--- src/rtl/boid_frame_scheduler.sv ---
// Frame sequencer for the boid memory: walks every boid through accelerator
// start/wait/write-back once per frame and grants single-cycle host writes between frames.
module boid_frame_scheduler #(
  parameter int NUM_BOIDS = 2,
  parameter int TIMEOUT   = 255
) (
  input  logic                         clk,
  input  logic                         reset,
  input  logic                         frame_start,
  input  logic                         host_req,
  input  logic [$clog2(NUM_BOIDS)-1:0] host_boid,
  input  logic [5:0]                   host_mask,
  output logic                         host_gnt,
  output logic [$clog2(NUM_BOIDS)-1:0] which_boid,
  output logic [6:0]                   wb_en,
  output logic                         xcel_start,
  input  logic                         xcel_done,
  output logic                         busy,
  output logic                         frame_done,
  output logic [15:0]                  frame_count,
  output logic                         frame_overrun,
  output logic                         timeout_err
);

  localparam int IW = $clog2(NUM_BOIDS);
  localparam int CW = (TIMEOUT > 1) ? $clog2(TIMEOUT) : 1;
  localparam logic [IW-1:0] LAST_IDX = IW'(NUM_BOIDS - 1);
  localparam logic [CW-1:0] CNT_LAST = CW'(TIMEOUT - 1);

  typedef enum logic [2:0] {
    S_IDLE, S_HOST, S_READ, S_START, S_WAIT, S_WB, S_NEXT, S_DONE
  } state_t;

  state_t        state_q, state_d;
  logic [IW-1:0] idx_q, idx_d;
  logic [CW-1:0] cnt_q, cnt_d;
  logic          pend_q, pend_d;
  logic [IW-1:0] host_boid_q, host_boid_d;
  logic [6:0]    host_wb_q, host_wb_d;
  logic          overrun_q, overrun_d;
  logic [15:0]   frame_count_q, frame_count_d;
  logic          timeout_err_q, timeout_err_d;
  logic          start_now;

  // Next-state, pending-frame bookkeeping and counters
  always_comb begin
    state_d       = state_q;
    idx_d         = idx_q;
    cnt_d         = cnt_q;
    pend_d        = pend_q;
    host_boid_d   = host_boid_q;
    host_wb_d     = host_wb_q;
    overrun_d     = 1'b0;
    frame_count_d = frame_count_q;
    timeout_err_d = timeout_err_q;
    start_now     = (state_q == S_IDLE) && !host_req && (frame_start || pend_q);

    // A start consumes one request; a simultaneous pulse and pending flag leaves one queued
    if (start_now) begin
      pend_d = pend_q & frame_start;
    end else if (frame_start) begin
      if (pend_q) begin
        overrun_d = 1'b1;
      end else begin
        pend_d = 1'b1;
      end
    end else begin
      pend_d = pend_q;
    end

    case (state_q)
      S_IDLE: begin
        if (host_req) begin
          state_d     = S_HOST;
          host_boid_d = host_boid;
          host_wb_d   = ((int'(host_boid) < NUM_BOIDS) && (host_mask != 6'd0)) ?
                        {host_mask, 1'b1} : 7'd0;
        end else if (start_now) begin
          idx_d   = '0;
          state_d = S_READ;
        end else begin
          state_d = S_IDLE;
        end
      end
      S_HOST:  state_d = S_IDLE;
      S_READ:  state_d = S_START;
      S_START: begin
        cnt_d   = '0;
        state_d = S_WAIT;
      end
      S_WAIT: begin
        if (xcel_done) begin
          state_d = S_WB;
        end else if (cnt_q == CNT_LAST) begin
          timeout_err_d = 1'b1;
          state_d       = S_NEXT;
        end else begin
          cnt_d = cnt_q + CW'(1);
        end
      end
      S_WB:    state_d = S_NEXT;
      S_NEXT: begin
        if (idx_q == LAST_IDX) begin
          state_d = S_DONE;
        end else begin
          idx_d   = idx_q + IW'(1);
          state_d = S_READ;
        end
      end
      S_DONE: begin
        frame_count_d = frame_count_q + 16'd1;
        state_d       = S_IDLE;
      end
      default: state_d = S_IDLE;
    endcase
  end

  // State and bookkeeping registers
  always_ff @(posedge clk) begin
    if (!reset) begin
      state_q       <= S_IDLE;
      idx_q         <= '0;
      cnt_q         <= '0;
      pend_q        <= 1'b0;
      host_boid_q   <= '0;
      host_wb_q     <= 7'd0;
      overrun_q     <= 1'b0;
      frame_count_q <= 16'd0;
      timeout_err_q <= 1'b0;
    end else begin
      state_q       <= state_d;
      idx_q         <= idx_d;
      cnt_q         <= cnt_d;
      pend_q        <= pend_d;
      host_boid_q   <= host_boid_d;
      host_wb_q     <= host_wb_d;
      overrun_q     <= overrun_d;
      frame_count_q <= frame_count_d;
      timeout_err_q <= timeout_err_d;
    end
  end

  // Moore output decode from registered state only
  always_comb begin
    host_gnt      = 1'b0;
    which_boid    = '0;
    wb_en         = 7'd0;
    xcel_start    = 1'b0;
    frame_done    = 1'b0;
    busy          = (state_q != S_IDLE);
    frame_count   = frame_count_q;
    frame_overrun = overrun_q;
    timeout_err   = timeout_err_q;
    case (state_q)
      S_HOST: begin
        host_gnt   = 1'b1;
        which_boid = host_boid_q;
        wb_en      = host_wb_q;
      end
      S_READ:  which_boid = idx_q;
      S_START: begin
        which_boid = idx_q;
        xcel_start = 1'b1;
      end
      S_WAIT:  which_boid = idx_q;
      S_WB: begin
        which_boid = idx_q;
        wb_en      = 7'h7F;
      end
      S_NEXT:  which_boid = idx_q;
      S_DONE:  frame_done = 1'b1;
      default: which_boid = '0;
    endcase
  end

endmodule

--- config.mk ---
export PLATFORM = sky130hd
export DESIGN_NAME = boid_frame_scheduler
export DESIGN_NICKNAME = d
export VERILOG_FILES = /design/src/rtl/boid_frame_scheduler.sv
export SDC_FILE = /design/constraint.sdc
export NUM_CORES = 1
export LEC_CHECK = 0
export BUFFER_PORTS_ARGS = -buffer_cell sky130_fd_sc_hd__buf_4
export CORE_AREA = 2 2 53 80
export DETAILED_ROUTE_END_ITERATION = 10
export DIE_AREA = 0 0 55 82
export PLACE_DENSITY_LB_ADDON = 0.08
export SYNTH_ARGS = -nofsm -noshare
export SYNTH_HDL_FRONTEND = slang
export SYNTH_SLANG_ARGS = --single-unit
--- constraint.sdc ---
create_clock -name clk -period 1.8 [get_ports clk]
set_input_delay 0.09 -clock clk [delete_from_list [all_inputs] [get_ports clk]]
set_output_delay 0.09 -clock clk [all_outputs]
set_load 0.01 [all_outputs]
# Word level (Yosys, flattened, before mapping)
# Index checks and enable logic that the tools add are counted.
# word_totals
reg_bits,39
in_bits,12
output_inout_bits,30
wordCells,68
# op_classes
n_eq_ne,13
bitwise_logic,4
n_reduce_logical,17
n_mux,22
n_addsub,3
# op_table
cell,count
$pmux W3 S7,1
$add A16 B1 Y16 const B,1
$mux W8,2
$pmux W8 S2,1
$pmux W7 S2,1
$eq A3 B3 Y1 const B,4
$mux W1,9
$mux W3,3
$reduce_and A3 Y1,3
$add A8 B1 Y8 const B,1
$eq A8 B8 Y1 const B,1
$ne A2 B2 Y1 const B,4
$mux W7,1
$eq A3 B2 Y1 const B,2
$reduce_bool A2 Y1,3
$reduce_bool A6 Y1,1
$reduce_or A5 Y1,1
$mux W2,2
$pmux W1 S2,2
$eq A3 B1 Y1 const B,1
$logic_not A3 Y1,1
$ne A3 B3 Y1 const B,1
$not A1 Y1,3
$reduce_bool A3 Y1,1
8 further kinds,9

# Depth between registers and ports, before layout
# depth
ltp_word,6
mapped_depth,7

# Least setup slack after synthesis
# Ideal clock, no wire load.
# synth_timing
path_type,reg2reg
startpoint,reg cnt_q[0]
endpoint,reg cnt_q[4]
n_path_buf,0
path_stages_with_launch,7
setup_time_ps,116
t_arrival_ps,1522
t_required_ps,1684
path_slack_ps,161
synth_period_minus_slack_ps,1639
path_cell_list,dfxtp_1 -> inv_1 -> ha_1 -> nand4_1 -> nor2_1 -> or4_1 -> a41o_1
# synth_via
elab_chain_cells,4
word_cells_on_any_way,7
cone_classes,add/sub: 1; eq/ne: 2; mux: 3; reduce/logical: 1
# synth_rtl
element,line,source
from (decl),36,"logic [CW-1:0] cnt_q, cnt_d;"
from (signal assigned),133,cnt_q <= cnt_d;
$add A8 B1 Y8,98,cnt_d = cnt_q + CW'(1);
$mux W8,94,end else if (cnt_q == CNT_LAST) begin
$mux W8,92,if (xcel_done) begin
$pmux W8 S2,71,case (state_q)
# Parallel ways exist; a longest one is shown, timed or not. The select of a mux whose other input is x is not followed.
# A chain may end at the register's enable or synchronous reset.

# Final worst setup path
# layout_timing
startpoint,reg state_q[1]
endpoint,reg cnt_q[4]
# layout_via
elab_chain_cells,3
word_cells_on_any_way,7
cone_classes,eq/ne: 4; mux: 1; reduce/logical: 2
# layout_rtl
element,line,source
from (decl),34,"state_t state_q, state_d;"
from (signal assigned),131,state_q <= state_d;
$eq A3 B3 Y1 / $eq A3 B2 Y1 (equally long branches),71,
$ne A2 B2 Y1 (no line) / $reduce_bool A2 Y1 (equally long branches),n/a,
$reduce_and A3 Y1 (no line),n/a,
# Parallel ways exist; a longest one is shown, timed or not.

==> results_dict.tcl <==
set metrics [dict create \
    status "finished, final reports clean" \
    max-vdd-ir-drop_mv 0.716 \
    p_leak_uw 0.00105 \
    cap_violations 0 \
    crit_start "state_q[1]" \
    path_max_fanout 11 \
    dp_hpwl_microns 3110 \
    yosys.area.top_type "dfxtp_1" \
    row_count 28 \
    hold_path.class "primary input to flip-flop" \
    fmax_mhz 595 \
    grt_pass1_vias 1556 \
    numCtsBuffers 5 \
    slew_violations 0 \
    post-place-cells 322 \
    ys_seq_elements 39 \
    drtIter0Drc 17 \
    hold_viol 0 \
    syn_nets 251 \
    synth_top_area_frac 0.390 \
    antenna_found_initial 0 \
    worstSetupEndpointType "flip-flop" \
    synth_enable_flop_cells 0 \
    timing.final.crit_share 0.933 \
    syn_area_sq_mm 0.00200 \
    top_usage_layer "met2" \
    grt_max_degree 32 \
    viasPerCell 5.45 \
    skew_ns 0.00572 \
    slowest_delay_ns 0.47 \
    use_met1 0.212 \
    crit_slowest_cell "or4_1" \
    max-slew-margin-rel 0.735 \
    path_class "flip-flop to flip-flop" \
    layout.nets 299 \
    syn_avg_cell_area_sq_um 8.47 \
    worst_pin_slew_ns 0.387 \
    fillers 362 \
    grt_pass1_wl_microns 6490 \
    area_delta_synth_final_pct 26.2 \
    powerDensity_mw_per_mm2 750 \
    met2_usage 0.345 \
    routabilityCongestion 0.811 \
    fin_crit_ns 1.68 \
    ant_nets 0 \
    cp-start-kind "flip-flop" \
    setup_viol 0 \
    wl_per_cell_microns 12.6 \
    start_util 0.519 \
    rsz0062_at_grt "no" \
    cts_root_buf "clkbuf_8" \
    hp-start "host_boid" \
    track_usage 0.192 \
    die_x_microns 55 \
    path_cells "or3b_4, or4_1, a41o_1" \
    arrival_ns 1.87 \
    cts_hold_buffers 0 \
    htreeDepth 2 \
    grt_use_met3 0.0436 \
    synth_top_cells_by_count "39 x dfxtp_1, 33 x nand2_1, 18 x nor2_1" \
    gr-total-overflow 0 \
    post_cts_resized 0 \
    dieArea_sq_mm 0.00451 \
    first_pass_iters 3 \
    synth_cell_types 43 \
    clock_path_buffers 2 \
    synthCells 236 \
    async_flop_share 0 \
    diodes 0 \
    io_buffers 41 \
    crit-reg2reg-launch "state_q[1]" \
    io_pins 42 \
    synthMostInstantiatedCell "dfxtp_1" \
    cts_tree "yes" \
    ys.flop_type "dfxtp_1" \
    core_area_sq_mm 0.00385 \
    die_h_microns 82 \
    clk_pin_slew_ns 0.07 \
    ys_top_cells_by_area "dfxtp_1 39%, nand2_1 6.2%, mux2i_1 4.0%" \
    clock_latency_ns 0.29 \
    fin_tns_setup_ns 0 \
    wirelength_microns 4150 \
    post_cts_buffers 0 \
    p_total_uw 1890 \
    routed-via-count 1798 \
    synth_seq_area_share 0.390 \
    cts.sinks 39 \
    drc_errors 0 \
    crit_buf_inv 0 \
    drive_gt1_frac 0.249 \
    critPathRequiredTime_ns 1.99 \
    instances_no_fill 330 \
    cp_top_family "simple AND/OR/NAND/NOR gates" \
    ys.warnings.count 0 \
]
## worst paths after layout
check,endpoint,slack [ns],depth (start not counted)
worst max-delay path,cnt_q[4],0.12,3
worst min-delay path,host_boid_q,0.05,3
worst max register to register,cnt_q[4],0.12,3
worst min register to register,host_wb_q[1],0.47,2
## through the flow
| stage | worst slack [ns] | utilization | hold slack [ns] | cell area (sq um) |
|---|---|---|---|---|
| floorplan | 0.161 | - | 0.235 | 2000 |
| global placement | 0.138 | 0.624 | 0.366 | 2400 |
| detailed placement | 0.130 | 0.624 | 0.362 | 2400 |
| CTS | 0.122 | 0.655 | 0.0496 | 2520 |
| global route | 0.0219 | 0.655 | 0.0671 | 2520 |
| finish | 0.120 | 0.655 | 0.0545 | 2520 |
## cells in the final DEF (no fill, tap or decap), drive strengths merged, types with 4 or more instances in the layout
cell / instances
nor2b: 4
dfxtp: 39
nand3: 4
nor2: 18
a21boi: 10
nand2b: 8
clkbuf: 6
mux2i: 8
nor4: 6
buf: 55
and2: 12
a21oi: 4
nand2: 34
o21ai: 11
inv: 8
nand4: 11
xnor2: 6
## layer usage
layer,vias to the layer above,share of wire
li1,925,-
met1,836,0.42
met2,30,0.52
met3,7,0.040
met4,0,0.017
met5,-,0
## cells by family (layout without fill, tap and decap cells)
| family | count (synthesis) | after routing | synth area share |
|---|---|---|---|
| adders and majority gates | 3 | 3 | 0.0188 |
| DFF | 39 | 39 | 0.390 |
| muxes | 8 | 8 | 0.0401 |
| xor gates and xnor gates | 9 | 9 | 0.0394 |
| buffers and inverters | 22 | 71 | 0.0469 |
| AOI/OAI and AO/OA | 39 | 39 | 0.139 |
| and+or+nand+nor | 116 | 116 | 0.325 |
## report_power, final
part,switching (uW),internal [uW]
combinational,117,103
sequential,24.2,889
clock,309,449
total,451,1440
## flip-flops by register name, indices dropped and copies added (netlist names)
register,count
cnt_q,8
frame_count,16
frame_overrun,1
host_boid_q,1
host_wb_q,7
idx_q,1
pend_q,1
state_q,3
timeout_err,1
## final cells by class
class | count | area, sq um | area share
multi-input combinational | 175 | 1120 | 0.446
sequential | 39 | 781 | 0.310
timing repair buffer | 55 | 413 | 0.164
clock buffer | 6 | 82.6 | 0.0327
tap | 45 | 56.3 | 0.0223
clock inverter | 2 | 35.0 | 0.0139
inverter | 8 | 30.0 | 0.0119
## worst min-delay path, cell delays in order
cell and delay [ns]:
buf_4 0.11, nand2_1 0.04, a21boi_0 0.06
(Power assumes the default switching activity.)
